File: config.mk
export PLATFORM = sky130hd
export DESIGN_NAME = photo_xfer_ctrl
export DESIGN_NICKNAME = d
export VERILOG_FILES = /design/src/rtl/photo_xfer_pkg.sv /design/src/rtl/sd_sector_stepper.sv /design/src/rtl/photo_xfer_ctrl.sv
export SDC_FILE = /design/constraint.sdc
export NUM_CORES = 1
export LEC_CHECK = 0
export BUFFER_PORTS_ARGS = -buffer_cell sky130_fd_sc_hd__buf_2
export CORE_ASPECT_RATIO = 1.75
export CORE_UTILIZATION = 55
export DETAILED_ROUTE_END_ITERATION = 6
export PLACE_DENSITY = 0.86
export SETUP_SLACK_MARGIN = 0.4
export SYNTH_ARGS = -nofsm -noshare
export SYNTH_HDL_FRONTEND = slang
export SYNTH_SLANG_ARGS = --single-unit
export TNS_END_PERCENT = 50
File: constraint.sdc
create_clock -name sys_clk -period 5.4 [get_ports sys_clk]
set_input_delay 1.35 -clock sys_clk [delete_from_list [all_inputs] [get_ports sys_clk]]
set_output_delay 1.35 -clock sys_clk [all_outputs]
set_load 0.01 [all_outputs]
File: src/rtl/photo_xfer_pkg.sv
// Shared definitions for the photo transfer sequencer.
//   xfer_state_e : top-level sequencer states
//   SdWordW      : SD data word width; pixels are zero-padded up to this
//   calc_nsec    : number of SD sectors needed to hold one photo
package photo_xfer_pkg;

  localparam int unsigned SdWordW = 16;

  typedef enum logic [3:0] {
    StIdle,
    StWrStart,
    StWrWait,
    StWrData,
    StRdStart,
    StRdWait,
    StRdData,
    StDone,
    StErr
  } xfer_state_e;

  function automatic int unsigned calc_nsec(input int unsigned num_pix,
                                            input int unsigned words_per_sec);
    return (num_pix + words_per_sec - 1) / words_per_sec;
  endfunction

endpackage

File: src/rtl/sd_sector_stepper.sv
// One SD sector handshake, shared by the write and read directions.
// Issues the start pulse and sector address, tracks the selected sd_ctrl busy
// flag (level and falling edge), counts cycles waiting for busy to rise and
// counts data words for the sector.
//   clk, rst_n            : clock, synchronous active-low reset
//   dir                   : 0 = write (capture), 1 = read (load)
//   launch                : request a sector start at sec_addr
//   sec_addr              : sector address to issue
//   waiting               : sequencer is waiting for busy to rise
//   wr_busy, wr_req       : sd_ctrl write busy / write word request
//   rd_busy, rd_val_en    : sd_ctrl read busy / read word valid
//   wr_start_en, wr_sec_addr, rd_start_en, rd_sec_addr : to sd_ctrl
//   busy_hi, busy_fall    : selected busy level and its falling edge
//   timeout               : busy failed to rise within TIMEOUT cycles
//   cnt_ok                : exactly WORDS_PER_SEC words seen since launch
module sd_sector_stepper #(
  parameter int unsigned WORDS_PER_SEC = 256,
  parameter int unsigned TIMEOUT       = 65535
) (
  input  logic        clk,
  input  logic        rst_n,
  input  logic        dir,
  input  logic        launch,
  input  logic [31:0] sec_addr,
  input  logic        waiting,
  input  logic        wr_busy,
  input  logic        wr_req,
  input  logic        rd_busy,
  input  logic        rd_val_en,
  output logic        wr_start_en,
  output logic [31:0] wr_sec_addr,
  output logic        rd_start_en,
  output logic [31:0] rd_sec_addr,
  output logic        busy_hi,
  output logic        busy_fall,
  output logic        timeout,
  output logic        cnt_ok
);

  localparam int unsigned TmoW = $clog2(TIMEOUT + 1);
  // One extra code so an over-long sector saturates above WORDS_PER_SEC.
  localparam int unsigned CntW = $clog2(WORDS_PER_SEC + 2);

  logic [TmoW-1:0] tmo_cnt_q;
  logic [CntW-1:0] word_cnt_q;
  logic            busy_q;
  logic            word_strobe;

  assign busy_hi     = dir ? rd_busy : wr_busy;
  assign word_strobe = dir ? rd_val_en : wr_req;

  always_ff @(posedge clk) begin
    if (!rst_n) begin
      wr_start_en <= 1'b0;
      rd_start_en <= 1'b0;
      wr_sec_addr <= '0;
      rd_sec_addr <= '0;
      busy_q      <= 1'b0;
      tmo_cnt_q   <= '0;
      word_cnt_q  <= '0;
    end else begin
      wr_start_en <= launch & ~dir;
      rd_start_en <= launch & dir;
      if (launch && !dir) wr_sec_addr <= sec_addr;
      if (launch && dir)  rd_sec_addr <= sec_addr;
      busy_q <= busy_hi;

      if (launch) begin
        tmo_cnt_q <= '0;
      end else if (waiting && tmo_cnt_q != TmoW'(TIMEOUT)) begin
        tmo_cnt_q <= tmo_cnt_q + 1'b1;
      end

      if (launch) begin
        word_cnt_q <= '0;
      end else if (word_strobe && word_cnt_q != CntW'(WORDS_PER_SEC + 1)) begin
        word_cnt_q <= word_cnt_q + 1'b1;
      end
    end
  end

  assign busy_fall = busy_q & ~busy_hi;
  assign timeout   = (tmo_cnt_q == TmoW'(TIMEOUT));
  assign cnt_ok    = (word_cnt_q == CntW'(WORDS_PER_SEC));

endmodule

File: src/rtl/photo_xfer_ctrl.sv
// Photo transfer sequencer between the mode controller, frame RAM port B and
// sd_ctrl. Capture streams a photo slot from frame RAM to SD sectors, load
// streams SD sectors back into frame RAM.
//   sys_clk, sys_rst_n        : clock, synchronous active-low reset
//   cap_req, load_req         : one-cycle start pulses (capture wins a tie)
//   slot_no                   : photo slot, sampled on an accepted request
//   sd_init_done              : requests ignored while low
//   wr_start_en, wr_sec_addr, wr_busy, wr_req       : sd_ctrl write side
//   rd_start_en, rd_sec_addr, rd_busy, rd_val_en    : sd_ctrl read side
//   ram_addr, ram_wr_en       : frame RAM port B address / write enable
//   busy, done, err           : transfer status (err is sticky)
module photo_xfer_ctrl
  import photo_xfer_pkg::*;
#(
  parameter int unsigned PIX_W         = 12,
  parameter int unsigned ADDR_W        = 19,
  parameter int unsigned NUM_PIX       = 307200,
  parameter int unsigned WORDS_PER_SEC = 256,
  parameter int unsigned SLOT_BITS     = 4,
  parameter int unsigned NUM_SLOTS     = 16,
  parameter logic [31:0] SEC_BASE      = 32'd16384,
  parameter int unsigned SLOT_STRIDE   = 1280,
  parameter int unsigned TIMEOUT       = 65535
) (
  input  logic                 sys_clk,
  input  logic                 sys_rst_n,
  input  logic                 cap_req,
  input  logic                 load_req,
  input  logic [SLOT_BITS-1:0] slot_no,
  input  logic                 sd_init_done,
  output logic                 wr_start_en,
  output logic [31:0]          wr_sec_addr,
  input  logic                 wr_busy,
  input  logic                 wr_req,
  output logic                 rd_start_en,
  output logic [31:0]          rd_sec_addr,
  input  logic                 rd_busy,
  input  logic                 rd_val_en,
  output logic [ADDR_W-1:0]    ram_addr,
  output logic                 ram_wr_en,
  output logic                 busy,
  output logic                 done,
  output logic                 err
);

  localparam int unsigned NSEC = calc_nsec(NUM_PIX, WORDS_PER_SEC);
  localparam int unsigned SecW = $clog2(NSEC + 1);
  localparam logic [ADDR_W-1:0] LastPix = ADDR_W'(NUM_PIX - 1);

  if (PIX_W > SdWordW) begin : g_pix_w_chk
    $error("PIX_W must not exceed the SD word width");
  end
  if (SLOT_STRIDE < NSEC) begin : g_stride_chk
    $error("SLOT_STRIDE is smaller than the sectors needed per photo");
  end

  xfer_state_e          state_q, state_d;
  logic [SLOT_BITS-1:0] slot_q;
  logic [SecW-1:0]      sec_cnt_q;
  logic                 dir_q;       // 1 = load
  logic                 rd_full_q;   // every pixel of the photo has been written

  logic        req_ok, slot_bad, launch, waiting, last_sec;
  logic        busy_hi, busy_fall, timeout, cnt_ok;
  logic        wr_phase, rd_phase;
  logic [31:0] sec_addr;

  assign req_ok   = sd_init_done & (cap_req | load_req);
  assign slot_bad = (32'(slot_no) >= 32'(NUM_SLOTS));
  assign waiting  = (state_q == StWrWait) || (state_q == StRdWait);
  assign last_sec = (sec_cnt_q == SecW'(NSEC - 1));
  assign sec_addr = SEC_BASE + 32'(slot_q) * SLOT_STRIDE + 32'(sec_cnt_q);

  // A word may arrive in the same cycle busy rises, before the FSM has
  // stepped into the data state; treat that cycle as data too.
  assign wr_phase = (state_q == StWrData) || (state_q == StWrWait && wr_busy);
  assign rd_phase = (state_q == StRdData) || (state_q == StRdWait && rd_busy);

  assign ram_wr_en = rd_phase & rd_val_en & ~rd_full_q;
  assign done      = (state_q == StDone);

  always_comb begin
    state_d = state_q;
    launch  = 1'b0;
    unique case (state_q)
      StIdle: begin
        if (req_ok && !slot_bad) state_d = cap_req ? StWrStart : StRdStart;
      end
      StWrStart: begin
        launch  = 1'b1;
        state_d = StWrWait;
      end
      StWrWait: begin
        if (busy_hi)      state_d = StWrData;
        else if (timeout) state_d = StErr;
      end
      StWrData: begin
        if (busy_fall) state_d = !cnt_ok ? StErr : (last_sec ? StDone : StWrStart);
      end
      StRdStart: begin
        launch  = 1'b1;
        state_d = StRdWait;
      end
      StRdWait: begin
        if (busy_hi)      state_d = StRdData;
        else if (timeout) state_d = StErr;
      end
      StRdData: begin
        if (busy_fall) state_d = !cnt_ok ? StErr : (last_sec ? StDone : StRdStart);
      end
      StDone:  state_d = StIdle;
      StErr:   state_d = StIdle;
      default: state_d = StIdle;
    endcase
  end

  always_ff @(posedge sys_clk) begin
    if (!sys_rst_n) begin
      state_q   <= StIdle;
      slot_q    <= '0;
      sec_cnt_q <= '0;
      dir_q     <= 1'b0;
      rd_full_q <= 1'b0;
      ram_addr  <= '0;
      busy      <= 1'b0;
      err       <= 1'b0;
    end else begin
      state_q <= state_d;

      if (state_q == StIdle && req_ok) begin
        if (slot_bad) begin
          err <= 1'b1;
        end else begin
          slot_q    <= slot_no;
          dir_q     <= ~cap_req;
          sec_cnt_q <= '0;
          rd_full_q <= 1'b0;
          ram_addr  <= '0;
          err       <= 1'b0;
          busy      <= 1'b1;
        end
      end

      if ((state_q == StWrData || state_q == StRdData) && busy_fall && cnt_ok) begin
        sec_cnt_q <= sec_cnt_q + 1'b1;
      end

      // Capture pre-fetches one address ahead; padding words re-read the last pixel.
      if (wr_phase && wr_req && ram_addr != LastPix) begin
        ram_addr <= ram_addr + 1'b1;
      end

      if (ram_wr_en) begin
        if (ram_addr == LastPix) rd_full_q <= 1'b1;
        else                     ram_addr  <= ram_addr + 1'b1;
      end

      if (state_q == StDone) busy <= 1'b0;
      if (state_q == StErr) begin
        err  <= 1'b1;
        busy <= 1'b0;
      end
    end
  end

  sd_sector_stepper #(
    .WORDS_PER_SEC (WORDS_PER_SEC),
    .TIMEOUT       (TIMEOUT)
  ) u_stepper (
    .clk         (sys_clk),
    .rst_n       (sys_rst_n),
    .dir         (dir_q),
    .launch      (launch),
    .sec_addr    (sec_addr),
    .waiting     (waiting),
    .wr_busy     (wr_busy),
    .wr_req      (wr_req),
    .rd_busy     (rd_busy),
    .rd_val_en   (rd_val_en),
    .wr_start_en (wr_start_en),
    .wr_sec_addr (wr_sec_addr),
    .rd_start_en (rd_start_en),
    .rd_sec_addr (rd_sec_addr),
    .busy_hi     (busy_hi),
    .busy_fall   (busy_fall),
    .timeout     (timeout),
    .cnt_ok      (cnt_ok)
  );

endmodule

==> results.md, run 1 <==
* Status: finished, final reports clean
* Worst Path Required at 4.05 ns
* Crit path DAT at 2.21 ns
* Commonest non-fill, non-tap cell in the layout: dfxtp_1
* Critical path endpoint category: primary output
* Initial Util at 0.562
* Cts bufs inserted at 9
* PortBufs at 69
* Nets at 748
* Tightest Pin Transition at 1.27 ns
* LEAKAGE at 2.29 nW
* DRC at 0
* Final Util at 0.612
* Largest net degree at the start of global routing at 49
* GRT Total Usage at 0.259
* CP endpoint: ram_wr_en
* Final sum of negative setup slack at 0 ns
* DIE WIDTH at 77.8 um
* WL final at 13.1 mm
* Initial antenna violation count at 0
* CTS tree: yes
* Grt ovf at 0
* Fmax at 281 MHz
* VDD IR max at 0.000201 V
* Ports at 102
* EDFF count, synth at 0
* Worst Hold Class: register to register
* DR WL/cell at 15.4 um
* Vias per inst at 5.92
* Rows at 48
* Die height at 135 um
* Placer Congestion at 0.894
* Unrepaired setup endpoints after global routing: no
* Most frequent cells in the layout: 102 x dfxtp_1, 96 x nand2_1, 69 x buf_2
* Via count at 5033
* Maxcap violations at 0
* Synth warnings at 0
* Final number of setup-violating endpoints at 0
* Post-CTS sizing at 0
* First-pass GRT wire length at 21.6 mm
* Area Growth Syn to Fin at 8.89%
* Filler cell count at 868
* Routed Antenna Nets at 0
* Core footprint at 0.00985 mm^2
* Synth Register Bits at 102
* Ys async rst share at 0
* Share of layout cells above drive strength 1 at 0.145
* CTS Hold Bufs at 0
* Clk sink count at 102
* Crit Path Max Fanout at 4
* Period minus WS final at 3.56 ns
* Vias in the first global route at 4667
* Hpwl dp at 9.39 mm
* Reg2reg start: state_q[2]
* R2R Path End: u_stepper.tmo_cnt_q[13]
* Post-CTS setup buffers at 0
* Prevailing post-synth register cell: dfxtp_1
* Critical path class: input port to primary output
* DRT Pass-1 Iters at 5
* Worst setup SP type: input port
* Internal reg-to-reg setup slack at 2.67 ns
* Clk root buf: clkbuf_16
* Reg2Reg Depth at 5
* Critical Path Start: rd_busy
* Clk slew on worst S/H paths at 0.07 ns
* Clk_lat worst skew at 0.35 ns
* Depth of the CTS H-tree at 3
* CTS max path bufs at 2
* Post-synthesis cell count at 682
* 1st-iter DRT viols at 379
* Slew headroom at 0.148
* Final Skew at 0.00881 ns
* Part of the Yosys area used for sequential elements at 0.369
* Max-slew violation count at 0
* Distinct cell type count of the synthesized netlist at 68
* PD cells at 349 mW/mm^2
* Post-route clock period utilization at 0.660
* Synth Cell Area at 0.00553 mm^2
* Ant diodes at 0
* Syn avg cell area at 8.11 um^2
* Die area at 0.0105 mm^2
* Final hold viol count at 0
==> routing by layer <==
| metal | GRT usage | up-vias | wire length, um |
|---|---|---|---|
| met5 | 0 | - | 0 |
| met4 | 0.150 | 0 | 524 |
| met3 | 0.0385 | 47 | 586 |
| met2 | 0.471 | 157 | 7050 |
| met1 | 0.280 | 2388 | 4950 |
| li1 | - | 2441 | - |
==> worst max-delay path, stage by stage <==
cell     delay (ns)
buf_2          0.12
and3b_1        0.17
o21ai_1        0.29
inv_1          0.13
buf_2          0.16
==> stage by stage <==
stage	instances	hold slack, ns	total power, mW	setup slack (ns)	instance area, um^2
after floorplan	713	0.432	1.36	2.23	5650
after global placement	834	0.444	1.45	1.86	5730
after detailed placement	834	0.444	1.48	1.86	5730
after CTS	850	0.454	2.10	1.86	6030
after global routing	850	0.471	2.21	1.81	6030
final	850	0.454	2.10	1.84	6030
==> synth_stat cells (3+ instances only) <==
library cell | count | share of area
xor2_1 | 8 | 0.013
mux2_2 | 3 | 0.0061
nand3b_1 | 8 | 0.011
nand2b_1 | 4 | 0.0045
and3_1 | 9 | 0.010
nor2_1 | 49 | 0.033
mux2i_1 | 3 | 0.0054
dfxtp_1 | 102 | 0.37
nor4b_1 | 4 | 0.0063
a21o_1 | 4 | 0.0054
inv_1 | 16 | 0.011
o21a_1 | 4 | 0.0054
and2_1 | 5 | 0.0057
xnor2_1 | 24 | 0.038
or3_1 | 4 | 0.0045
buf_1 | 5 | 0.0034
a21oi_1 | 48 | 0.043
o21ai_0 | 14 | 0.013
a211oi_1 | 7 | 0.0095
nand4_1 | 21 | 0.024
nor3_1 | 19 | 0.017
buf_4 | 34 | 0.046
ha_1 | 13 | 0.029
nand3_1 | 41 | 0.037
a31oi_1 | 9 | 0.010
and4_1 | 9 | 0.014
nand2_1 | 96 | 0.065
nor3_2 | 3 | 0.0054
buf_2 | 10 | 0.0090
a221o_1 | 5 | 0.0090
nor4_1 | 13 | 0.015
o211ai_1 | 16 | 0.022
nor2b_1 | 5 | 0.0057
clkbuf_1 | 24 | 0.016
==> power breakdown <==
group	switching, mW	total [mW]	internal (mW)
clock	0.312	0.636	0.324
combinational	0.378	0.563	0.184
sequential	0.0915	0.903	0.811
total	0.782	2.10	1.32
==> flip-flops by register name, summed over array words and instances (netlist names) <==
| signal | count |
|---|---|
| u_stepper.rd_sec_addr | 16 |
| state_q | 4 |
| u_stepper.tmo_cnt_q | 16 |
| dir_q | 1 |
| u_stepper.word_cnt_q | 9 |
| u_stepper.rd_start_en | 1 |
| rd_full_q | 1 |
| sec_cnt_q | 11 |
| slot_q | 4 |
| err | 1 |
| u_stepper.busy_q | 1 |
| u_stepper.wr_start_en | 1 |
| ram_addr | 19 |
| u_stepper.wr_sec_addr | 16 |
| busy | 1 |
==> layout make-up <==
cell class / count / area [um^2] / area share
Inverter: 16 / 60.1 / 0.00997
Tap cell: 125 / 156 / 0.0260
Timing Repair Buffer: 72 / 368 / 0.0610
Sequential cell: 102 / 2040 / 0.339
Multi-Input combinational cell: 519 / 3110 / 0.516
Clock inverter: 7 / 67.6 / 0.0112
Clock buffer: 9 / 225 / 0.0374
==> logic make-up after synthesis <==
group	count (synthesis)	share of synthesized area
xor gates and xnor gates	32	0.0506
other	1	0.000678
muxes	7	0.0156
buffers and inverters	92	0.0907
AOI/OAI and AO/OA	127	0.148
adders and majority gates	15	0.0366
and+or+nand+nor	306	0.288
DFF	102	0.369
==> worst min path at each step <==
stage	start	cells past startpoint	slack, ns	to
2_1_floorplan	rd_full_q	2	0.43	rd_full_q
3_3_place_gp	u_stepper.wr_sec_addr[6]	2	0.44	u_stepper.wr_sec_addr[6]
3_5_place_dp	u_stepper.wr_sec_addr[7]	2	0.44	u_stepper.wr_sec_addr[7]
4_1_cts	u_stepper.wr_sec_addr[7]	2	0.45	u_stepper.wr_sec_addr[7]
5_1_grt	u_stepper.wr_sec_addr[7]	2	0.47	u_stepper.wr_sec_addr[7]
6_report	u_stepper.wr_sec_addr[7]	2	0.45	u_stepper.wr_sec_addr[7]
No activity file was read; power rests on OpenSTA's default activity.
==> run 2: changes to the inputs <==
--- a/config.mk
+++ b/config.mk
@@ -5,11 +5,12 @@
 export SDC_FILE = /design/constraint.sdc
 export NUM_CORES = 1
 export LEC_CHECK = 0
+export ABC_AREA = 1
 export BUFFER_PORTS_ARGS = -buffer_cell sky130_fd_sc_hd__buf_2
 export CORE_ASPECT_RATIO = 1.75
-export CORE_UTILIZATION = 55
+export CORE_UTILIZATION = 51
 export DETAILED_ROUTE_END_ITERATION = 6
-export PLACE_DENSITY = 0.86
+export PLACE_DENSITY = 0.84
 export SETUP_SLACK_MARGIN = 0.4
 export SYNTH_ARGS = -nofsm -noshare
 export SYNTH_HDL_FRONTEND = slang
==> constraint.sdc (replaced) <==
create_clock -name sys_clk -period 3.2 [get_ports sys_clk]
set_input_delay 0.8 -clock sys_clk [delete_from_list [all_inputs] [get_ports sys_clk]]
set_output_delay 0.8 -clock sys_clk [all_outputs]
set_load 0.01 [all_outputs]
==> results.md, run 2 <==
* Status: finished, final reports clean
* Fmax at 401 MHz
* Rows at 49 (+2.1%)
* Cts bufs inserted at 9 (unchanged)
* CP endpoint: ram_wr_en
* Commonest non-fill, non-tap cell in the layout: nand2_1
* Nets at 860 (+15%)
* Critical Path Start: state_q[1]
* Clk slew on worst S/H paths at 0.07 ns (about the same)
* Clk root buf: clkbuf_16
* Period minus WS final at 2.49 ns
* Final Util at 0.583 (-0.0289)
* Post-route clock period utilization at 0.779
* Synth Register Bits at 102 (unchanged)
* Top post-synthesis cells by count: 144 x nand2_1, 102 x dfxtp_1, 86 x a21oi_1
* Post-CTS sizing at 0 (unchanged)
* Core footprint at 0.0104 mm^2 (+5.2%)
* Placer Congestion at 0.894 (about the same)
* Die area at 0.0111 mm^2 (+6.3%)
* 1st-iter DRT viols at 243 (-36%)
* Synth warnings at 0 (unchanged)
* DIE WIDTH at 80.2 um (+3.1%)
* Share of layout cells above drive strength 1 at 0.146 (+0.000931)
* Grt ovf at 0 (unchanged)
* Most frequent cell after synthesis: nand2_1
* Part of the Yosys area used for sequential elements at 0.374 (+0.00490)
* Initial antenna violation count at 0 (unchanged)
* GRT Total Usage at 0.239 (-0.0198)
* LEAKAGE at 2.55 nW (+11%)
* Setup slack after layout at 0.706 ns (-1.13 ns)
* First-pass GRT wire length at 21.1 mm (-2.0%)
* Ranking of synthesized cells by area: dfxtp_1 37%, nand2_1 9.9%, a21oi_1 7.9%
* VDD IR max at 0.000322 V (+60%)
* DRC at 0 (unchanged)
* Final hold viol count at 0 (unchanged)
* Cell taking the most area after synthesis: dfxtp_1
* Ant diodes at 0 (unchanged)
* Worst setup SP type: register
* WL final at 12.6 mm (-4.1%)
* Vias per inst at 5.25 (-11%)
* Post-synth top area share at 0.374 (+0.00490)
* Max-slew violation count at 0 (unchanged)
* Vias in the first global route at 4862 (+4.2%)
* Overall Power at 3.19 mW (+52%)
* Distinct cell type count of the synthesized netlist at 43 (-37%)
* Maxcap violations at 0 (unchanged)
* CTS Hold Bufs at 0 (unchanged)
* Clk_lat worst skew at 0.35 ns (about the same)
* Ports at 102 (unchanged)
* Worst Path Required at 2.40 ns (-1.65 ns)
* PD cells at 528 mW/mm^2 (+52%)
* Most frequent cells in the layout: 144 x nand2_1, 102 x dfxtp_1, 86 x a21oi_1
* Filler cell count at 1005 (+16%)
* Crit Path Max Fanout at 9 (+5)
* Layout Cells excl Fill at 964 (+13%)
* Slew headroom at 0.632 (+0.484)
* Synth Cell Area at 0.00546 mm^2 (-1.3%)
* Post-CTS setup buffers at 0 (unchanged)
* Hold path cells at 2 (unchanged)
* Largest Register: ram_addr
* Clk sink count at 102 (unchanged)
* PortBufs at 69 (unchanged)
* Unrepaired setup endpoints after global routing: no
* DRT Pass-1 Iters at 5 (unchanged)
* Critical path endpoint category: primary output
* Critical path class: register to primary output
* Placed cell count at 948 (+14%)
* Reg2reg start: state_q[0]
* Hpwl dp at 9.21 mm (-2.0%)
* Crit path DAT at 1.69 ns (-0.52 ns)
* Die height at 139 um (+3.1%)
* Largest net degree at the start of global routing at 50 (+2.0%)
* CTS tree: yes
* Area Growth Syn to Fin at 10.6%
* Via count at 5061 (+0.56%)
* Final number of setup-violating endpoints at 0 (unchanged)
* DR WL/cell at 13.0 um (-15%)
* Post-synthesis cell count at 772 (+13%)
* EDFF count, synth at 0 (unchanged)
* Routed Antenna Nets at 0 (unchanged)
* Ys async rst share at 0 (unchanged)
* Reg2Reg Depth at 7 (+2)
* CTS max path bufs at 2 (unchanged)
* Initial Util at 0.527 (-0.0348)
* Final Skew at 0.00801 ns (-0.000796 ns)
* Depth of the CTS H-tree at 3 (unchanged)
* Internal reg-to-reg setup slack at 1.02 ns (-1.65 ns)
* R2R Path End: u_stepper.rd_sec_addr[12]
* Tightest Pin Transition at 0.551 ns (-0.717 ns)
* Final sum of negative setup slack at 0 ns (unchanged)
* Worst Hold Class: register to register
* Max reg flops at 19 (unchanged)
* Syn avg cell area at 7.07 um^2 (-13%)
* Prevailing post-synth register cell: dfxtp_1
* Worst slack, placed at 0.882 ns (-0.983 ns)
[run 2: final cells by class]
| type | instances | area, um^2 | share of cell area |
|---|---|---|---|
| clock buffer | 9 | 225 | 0.0373 |
| clock inverter | 7 | 73.8 | 0.0122 |
| inverter | 88 | 333 | 0.0551 |
| multi-input combinational | 557 | 2820 | 0.468 |
| sequential | 102 | 2040 | 0.338 |
| tap | 127 | 159 | 0.0263 |
| timing repair buffer | 74 | 383 | 0.0634 |
[run 2: cells by family after synthesis]
family          Yosys count  synth area share
simple gates            327             0.270
compound gates          165             0.159
buf+inv                 144             0.130
flops                   102             0.374
xor+xnor                 18            0.0289
fa+ha+maj                15            0.0371
other cells               1          0.000687
[run 2: worst max-delay path, stage by stage (launching register included)]
cell and delay [ns]:
dfxtp_1 0.56, inv_2 0.08, nor2_1 0.09, nand2_1 0.20
a21oi_4 0.26, buf_2 0.16
[run 2: worst min path at each step]
stage | start | to | slack (ns)
3_5_place_dp | err | err | 0.47
6_report | rd_full_q | rd_full_q | 0.48
5_1_grt | sec_cnt_q[3] | sec_cnt_q[3] | 0.50
4_1_cts | err | err | 0.48
2_1_floorplan | rd_full_q | rd_full_q | 0.45
3_3_place_gp | sec_cnt_q[3] | sec_cnt_q[3] | 0.46
[run 2: through the flow]
step	hold slack, ns	instance area, um^2
after floorplan	0.445	5580
after global placement	0.462	5740
after detailed placement	0.470	5740
after CTS	0.480	6040
after global routing	0.501	6040
final	0.478	6040
[run 2: where the power goes]
| part | leakage, nW | total, mW | switching [mW] | internal, mW |
|---|---|---|---|---|
| clock network | 0.134 | 1.10 | 0.493 | 0.608 |
| logic | 1.59 | 0.639 | 0.438 | 0.201 |
| registers | 0.827 | 1.45 | 0.0748 | 1.38 |
[run 2: metal layers]
layer / share of wire / track usage / up-vias
met5: 0 / 0 / -
met4: 0.039 / 0.140 / 0
met3: 0.036 / 0.0441 / 38
met2: 0.55 / 0.449 / 124
met1: 0.37 / 0.233 / 2323
li1: - / - / 2576
